File: src/rtl/elevator_pkg.sv
// Shared sizing defaults and request/floor types for the elevator front end.
package elevator_pkg;

  localparam int FLOOR_NUMBERS   = 10;
  localparam int FLOOR_W         = 4;
  localparam int DEBOUNCE_CYCLES = 4;

  typedef logic [FLOOR_W-1:0]       floor_t;
  typedef logic [FLOOR_NUMBERS-1:0] req_vec_t;

endpackage

File: src/rtl/call_request_latch_debounce_cell.sv
// One push-button bit: 2-flop synchronizer, stability counter and debounced level.
// rise is combinational and fires in the cycle whose closing edge raises level.
module debounce_cell
  import elevator_pkg::*;
#(
  parameter int DEBOUNCE_CYCLES_P = DEBOUNCE_CYCLES
) (
  input  logic clock,
  input  logic reset,
  input  logic raw,
  output logic level,
  output logic rise
);

  localparam int CW = $clog2(DEBOUNCE_CYCLES_P + 1);
  localparam logic [CW-1:0] LAST = CW'(DEBOUNCE_CYCLES_P - 1);

  logic          sync1_reg;
  logic          sync2_reg;
  logic          level_reg;
  logic [CW-1:0] count_reg;
  logic          flip;

  // The counter only advances while the synchronized input disagrees with level.
  assign flip = (sync2_reg != level_reg) && (count_reg == LAST);

  always_ff @(posedge clock or posedge reset) begin
    if (reset) begin
      sync1_reg <= 1'b0;
      sync2_reg <= 1'b0;
      level_reg <= 1'b0;
      count_reg <= '0;
    end else begin
      sync1_reg <= raw;
      sync2_reg <= sync1_reg;
      if (sync2_reg == level_reg) begin
        count_reg <= '0;
      end else if (flip) begin
        count_reg <= '0;
        level_reg <= ~level_reg;
      end else begin
        count_reg <= count_reg + 1'b1;
      end
    end
  end

  assign level = level_reg;
  assign rise  = flip & ~level_reg;

endmodule

File: src/rtl/call_request_latch.sv
// Debounces hall/cabin buttons and latches presses as pending requests, cleared on door open.
// Optional macro CALL_CANCEL_EN: re-pressing a pending cabin button cancels it.
module call_request_latch
  import elevator_pkg::*;
#(
  parameter int FLOOR_NUMBERS_P   = FLOOR_NUMBERS,
  parameter int FLOOR_W_P         = FLOOR_W,
  parameter int DEBOUNCE_CYCLES_P = DEBOUNCE_CYCLES
) (
  input  logic                       clock,
  input  logic                       reset,
  input  logic [FLOOR_NUMBERS_P-1:0] raw_buttons,
  input  logic [FLOOR_NUMBERS_P-1:0] raw_ups,
  input  logic [FLOOR_NUMBERS_P-1:0] raw_downs,
  input  logic                       open,
  input  logic [FLOOR_W_P-1:0]       floor,
  output logic [FLOOR_NUMBERS_P-1:0] buttons,
  output logic [FLOOR_NUMBERS_P-1:0] ups,
  output logic [FLOOR_NUMBERS_P-1:0] downs,
  output logic                       any_pending
);

  localparam int N = FLOOR_NUMBERS_P;
  // No up-call from the top floor, no down-call from the bottom floor.
  localparam logic [N-1:0] UP_MASK = ~(N'(1) << (N - 1));
  localparam logic [N-1:0] DN_MASK = ~N'(1);

  logic [N-1:0] btn_rise, up_rise, dn_rise;
  logic [N-1:0] btn_level, up_level, dn_level;
  logic [N-1:0] clr;
  logic [N-1:0] buttons_reg, ups_reg, downs_reg;
  logic [N-1:0] buttons_next, ups_next, downs_next;
  logic         any_reg, any_next;

  genvar gi;
  generate
    for (gi = 0; gi < N; gi++) begin : g_floor
      debounce_cell #(.DEBOUNCE_CYCLES_P(DEBOUNCE_CYCLES_P)) u_btn (
        .clock(clock), .reset(reset), .raw(raw_buttons[gi]),
        .level(btn_level[gi]), .rise(btn_rise[gi]));
      debounce_cell #(.DEBOUNCE_CYCLES_P(DEBOUNCE_CYCLES_P)) u_up (
        .clock(clock), .reset(reset), .raw(raw_ups[gi]),
        .level(up_level[gi]), .rise(up_rise[gi]));
      debounce_cell #(.DEBOUNCE_CYCLES_P(DEBOUNCE_CYCLES_P)) u_dn (
        .clock(clock), .reset(reset), .raw(raw_downs[gi]),
        .level(dn_level[gi]), .rise(dn_rise[gi]));
      // Out-of-range floor codes never match any index, so they clear nothing.
      assign clr[gi] = open && (floor == FLOOR_W_P'(gi));
    end
  endgenerate

  always_comb begin
    buttons_next = buttons_reg;
    ups_next     = ups_reg;
    downs_next   = downs_reg;
`ifdef CALL_CANCEL_EN
    buttons_next = (buttons_reg ^ btn_rise) & ~clr;
`else
    buttons_next = (buttons_reg | btn_rise) & ~clr;
`endif
    ups_next     = (ups_reg | up_rise) & UP_MASK & ~clr;
    downs_next   = (downs_reg | dn_rise) & DN_MASK & ~clr;
    any_next     = |{buttons_next, ups_next, downs_next};
  end

  always_ff @(posedge clock or posedge reset) begin
    if (reset) begin
      buttons_reg <= '0;
      ups_reg     <= '0;
      downs_reg   <= '0;
      any_reg     <= 1'b0;
    end else begin
      buttons_reg <= buttons_next;
      ups_reg     <= ups_next;
      downs_reg   <= downs_next;
      any_reg     <= any_next;
    end
  end

  assign buttons     = buttons_reg;
  assign ups         = ups_reg;
  assign downs       = downs_reg;
  assign any_pending = any_reg;

endmodule

File: config.mk
export PLATFORM = sky130hd
export DESIGN_NAME = call_request_latch
export DESIGN_NICKNAME = d
export VERILOG_FILES = /design/src/rtl/elevator_pkg.sv /design/src/rtl/call_request_latch_debounce_cell.sv /design/src/rtl/call_request_latch.sv
export SDC_FILE = /design/constraint.sdc
export NUM_CORES = 1
export LEC_CHECK = 0
export ABC_AREA = 1
export BUFFER_PORTS_ARGS = -buffer_cell sky130_fd_sc_hd__buf_4
export CAP_MARGIN = 40
export CORE_MARGIN = 2
export CORE_UTILIZATION = 40
export CTS_CLUSTER_DIAMETER = 120
export DETAILED_ROUTE_END_ITERATION = 10
export PLACE_DENSITY = 0.57
export SKIP_CTS_REPAIR_TIMING = 1
export SYNTH_ARGS = -nofsm -noshare
export SYNTH_HDL_FRONTEND = slang
export SYNTH_SLANG_ARGS = --single-unit
File: constraint.sdc
create_clock -name clock -period 5.8 [get_ports clock]
set_clock_uncertainty 0.05 [all_clocks]
set_input_delay 0.29 -clock clock [delete_from_list [all_inputs] [get_ports clock]]
set_output_delay 0.29 -clock clock [all_outputs]
set_load 0.05 [all_outputs]
==> flow_metrics.tcl <==
set metrics [dict create \
    status "complete, no violations" \
    critical_path_required_ns 6.07 \
    drt_first_pass_iters 4 \
    share_of_the_yosys_chip_area_belonging_to_registers 0.6547 \
    globalplace.congestion 0.7143 \
    fraction_of_power_spent_switching_nets 0.3675 \
    rsz0062_at_grt "no" \
    fp.dieArea_mm2 0.01994 \
    synthesis.instances 753 \
    worst_ep_arrival_time_ns 1.79 \
    internal-power_mw 2.901 \
    chipHeight_um 141.2 \
    insertion_delay_ns 0.43 \
    drt_wl_total_um 12450 \
    max_slew_margin 0.5398 \
    dieWidth_um 141.2 \
    maximum_achievable_frequency_mhz 656.1 \
    final_nets 930 \
    clockRootBuffer "clkbuf_16" \
    worst_ir_drop_vdd_v 0.0002153 \
    design.core.area_mm2 0.01858 \
    ys.warnings.count 0 \
    io_buffer_count 63 \
    cts_inserted_buffers 17 \
    synthesis.area_per_instance_um2 10.00 \
    cts_tree "built" \
    seq_power_share 0.428 \
    global_route_wire_length_before_repair_um 20840 \
    setup_violations_final 0 \
    floorplan.initialDensity 0.4053 \
    antenna_found_initial 0 \
    grt_usage 0.1332 \
    post_synth_num_cell_types 21 \
    num_vias 4757 \
    finalSetupTns_ns 0 \
    dp.final_hpwl_um 8732 \
    drt-vias-per-instance 4.278 \
    ctsLongestPathBuffers 2 \
    worst_setup_path_start_kind "flop" \
    cts_max_level 4 \
    power_per_cell_area_mw_per_mm2 496.7 \
    vias_in_the_first_global_route 4431 \
    first_iter_violations 232 \
    clkTransAtPathRegs_ns 0.08 \
    min_delay_path_depth 5 \
    min_tclk_post_route_ns 1.524 \
    max_cap_viols 0 \
    total_switching_power_mw 1.686 \
    number_of_pins_exceeding_their_max_slew_limit_in_the_final_report 0 \
    endpoint_kind "flop" \
    core.rowCount 50 \
    ant_nets 0 \
    synth_area_mm2 0.007530 \
    combPwrFrac 0.308 \
    cellLeakagePower_nw 4.849 \
    avgRoutedWirePerCell_um 11.20 \
    grt_overflow 0 \
    layout_cells_sized_above_1 0.1162 \
    largest_register_ff_count 30 \
    hold_path.class "in2reg" \
    n_antenna_cell 0 \
    ios 68 \
    totalPowerFinal_mw 4.587 \
    clkSinkCount 197 \
    largest_net_degree_at_the_start_of_global_routing 113 \
    drt_drc_violations_left 0 \
    crit_fanout 3 \
    hold_viol 0 \
    post-route-period-util 0.2628 \
    postSynthRegisterBits 197 \
    worst-setup-path-type "reg2reg" \
    clock_power_share 0.264 \
    timing.reg2reg.worst_path_depth 11 \
    synthesis_to_layout_area_growth_pct 22.63 \
    worst_slew_pin_slew_ns 0.6903 \
]
[kinds of logic (layout without fill, tap and decap cells)]
kind of cell / count (synthesis) / count (layout) / synth area share
adders and majority gates: 28 / 28 / 0.04653
and+or+nand+nor: 329 / 329 / 0.1746
buffers and inverters: 143 / 267 / 0.07228
DFF: 197 / 197 / 0.6547
xor gates and xnor gates: 26 / 26 / 0.03024
other: 1 / 2 / 0.0004980
AOI/OAI and AO/OA: 28 / 28 / 0.01961
muxes: 1 / 1 / 0.001495
[through the flow]
step	hold WS, ns	utilization	cells	setup WS, ns	area [um^2]
final	0.2118	0.4970	1112	4.276	9234
after global routing	0.2378	0.4970	1112	4.069	9234
after CTS	-0.2555	0.4813	1083	4.223	8944
after detailed placement	0.2111	0.4481	1051	4.178	8327
after global placement	0.2817	0.4467	1050	3.810	8299
after floorplan	0.2714	-	754	0.09105	7533
[synth_stat cells]
cell type / instances / share of area
nor3b_1: 4 / 0.0040
dfrtp_1: 197 / 0.65
o31ai_1: 2 / 0.0020
mux2_2: 1 / 0.0015
buf_4: 2 / 0.0020
nand2_2: 1 / 0.00083
a21oi_1: 13 / 0.0086
nand3_1: 2 / 0.0013
nand4_1: 4 / 0.0033
conb_1: 1 / 0.00050
nor2_4: 1 / 0.0015
nand3b_1: 1 / 0.0010
o21ai_0: 12 / 0.0080
nor3_1: 29 / 0.019
nor2_2: 1 / 0.00083
a21o_1: 1 / 0.0010
nor2_1: 131 / 0.065
inv_1: 141 / 0.070
xnor2_1: 26 / 0.030
ha_1: 28 / 0.047
nand2_1: 155 / 0.077
[power groups by stage]
stage | clock [mW] | sequential [mW] | combinational (mW)
floorplan | 0 | 2.27 | 0.734
global placement | 0 | 1.99 | 1.40
detailed placement | 0 | 1.99 | 1.42
CTS | 1.25 | 1.97 | 1.42
global route | 1.31 | 2.01 | 1.61
finish | 1.21 | 1.96 | 1.41
[metal layers]
metal  routed length [um]  track usage
met4                  127      0.04105
met1                 6006       0.1816
met3                  542      0.04416
met2                 5778       0.2036
met5                    0            0
[critical path, cell delays in order, from the launching register on]
cell     delay (ns)
dfrtp_1        0.39
ha_1           0.19
inv_1          0.08
nor2_1         0.06
nand3_1        0.08
nand2_1        0.06
nand2_1        0.08
nand2_1        0.07
nor2_1         0.15
nand2_1        0.07
nor2_1         0.08
nand2_1        0.05
[path summary, 6_finish.rpt]
kind | start | to | slack (ns)
max in group asynchronous | reset | buttons[4] | 4.42
min reg2reg | g_floor[6].u_dn.sync1_reg | g_floor[6].u_dn.sync2_reg | 0.30
max | g_floor[2].u_btn.count_reg[0] | any_pending | 4.28
min in group asynchronous | reset | g_floor[0].u_up.sync1_reg | 0.32
min | floor[3] | buttons[0] | 0.21
max reg2reg | g_floor[2].u_btn.count_reg[0] | any_pending | 4.28
[cells in the final DEF (no fill, tap or decap), types with 2 or more instances in the layout]
master | netlist | routed
nor3b_1 | 4 | 4
nand2_1 | 155 | 155
xnor2_1 | 26 | 26
dfrtp_1 | 197 | 197
nor3_1 | 29 | 29
clkinv_4 | 0 | 2
nor2_1 | 131 | 131
o21ai_0 | 12 | 12
bufinv_16 | 0 | 2
buf_4 | 2 | 64
clkbuf_16 | 0 | 17
inv_6 | 0 | 5
inv_1 | 141 | 140
a21oi_1 | 13 | 13
o31ai_1 | 2 | 2
inv_8 | 0 | 3
conb_1 | 1 | 2
dlygate4sd3_1 | 0 | 29
nand4_1 | 4 | 4
nand3_1 | 2 | 2
clkinv_8 | 0 | 2
clkinvlp_4 | 0 | 2
ha_1 | 28 | 28
[cell type report]
cell class	count	area, um^2
fillers	1726	9346
multi-input cells	414	2059
well taps	234	292.8
repair buffers	94	798.3
clock inverters	15	191.4
clock buffers	17	425.4
inverters	141	536.8
flip-flops and latches	197	4930
(Power assumes the default switching activity.)
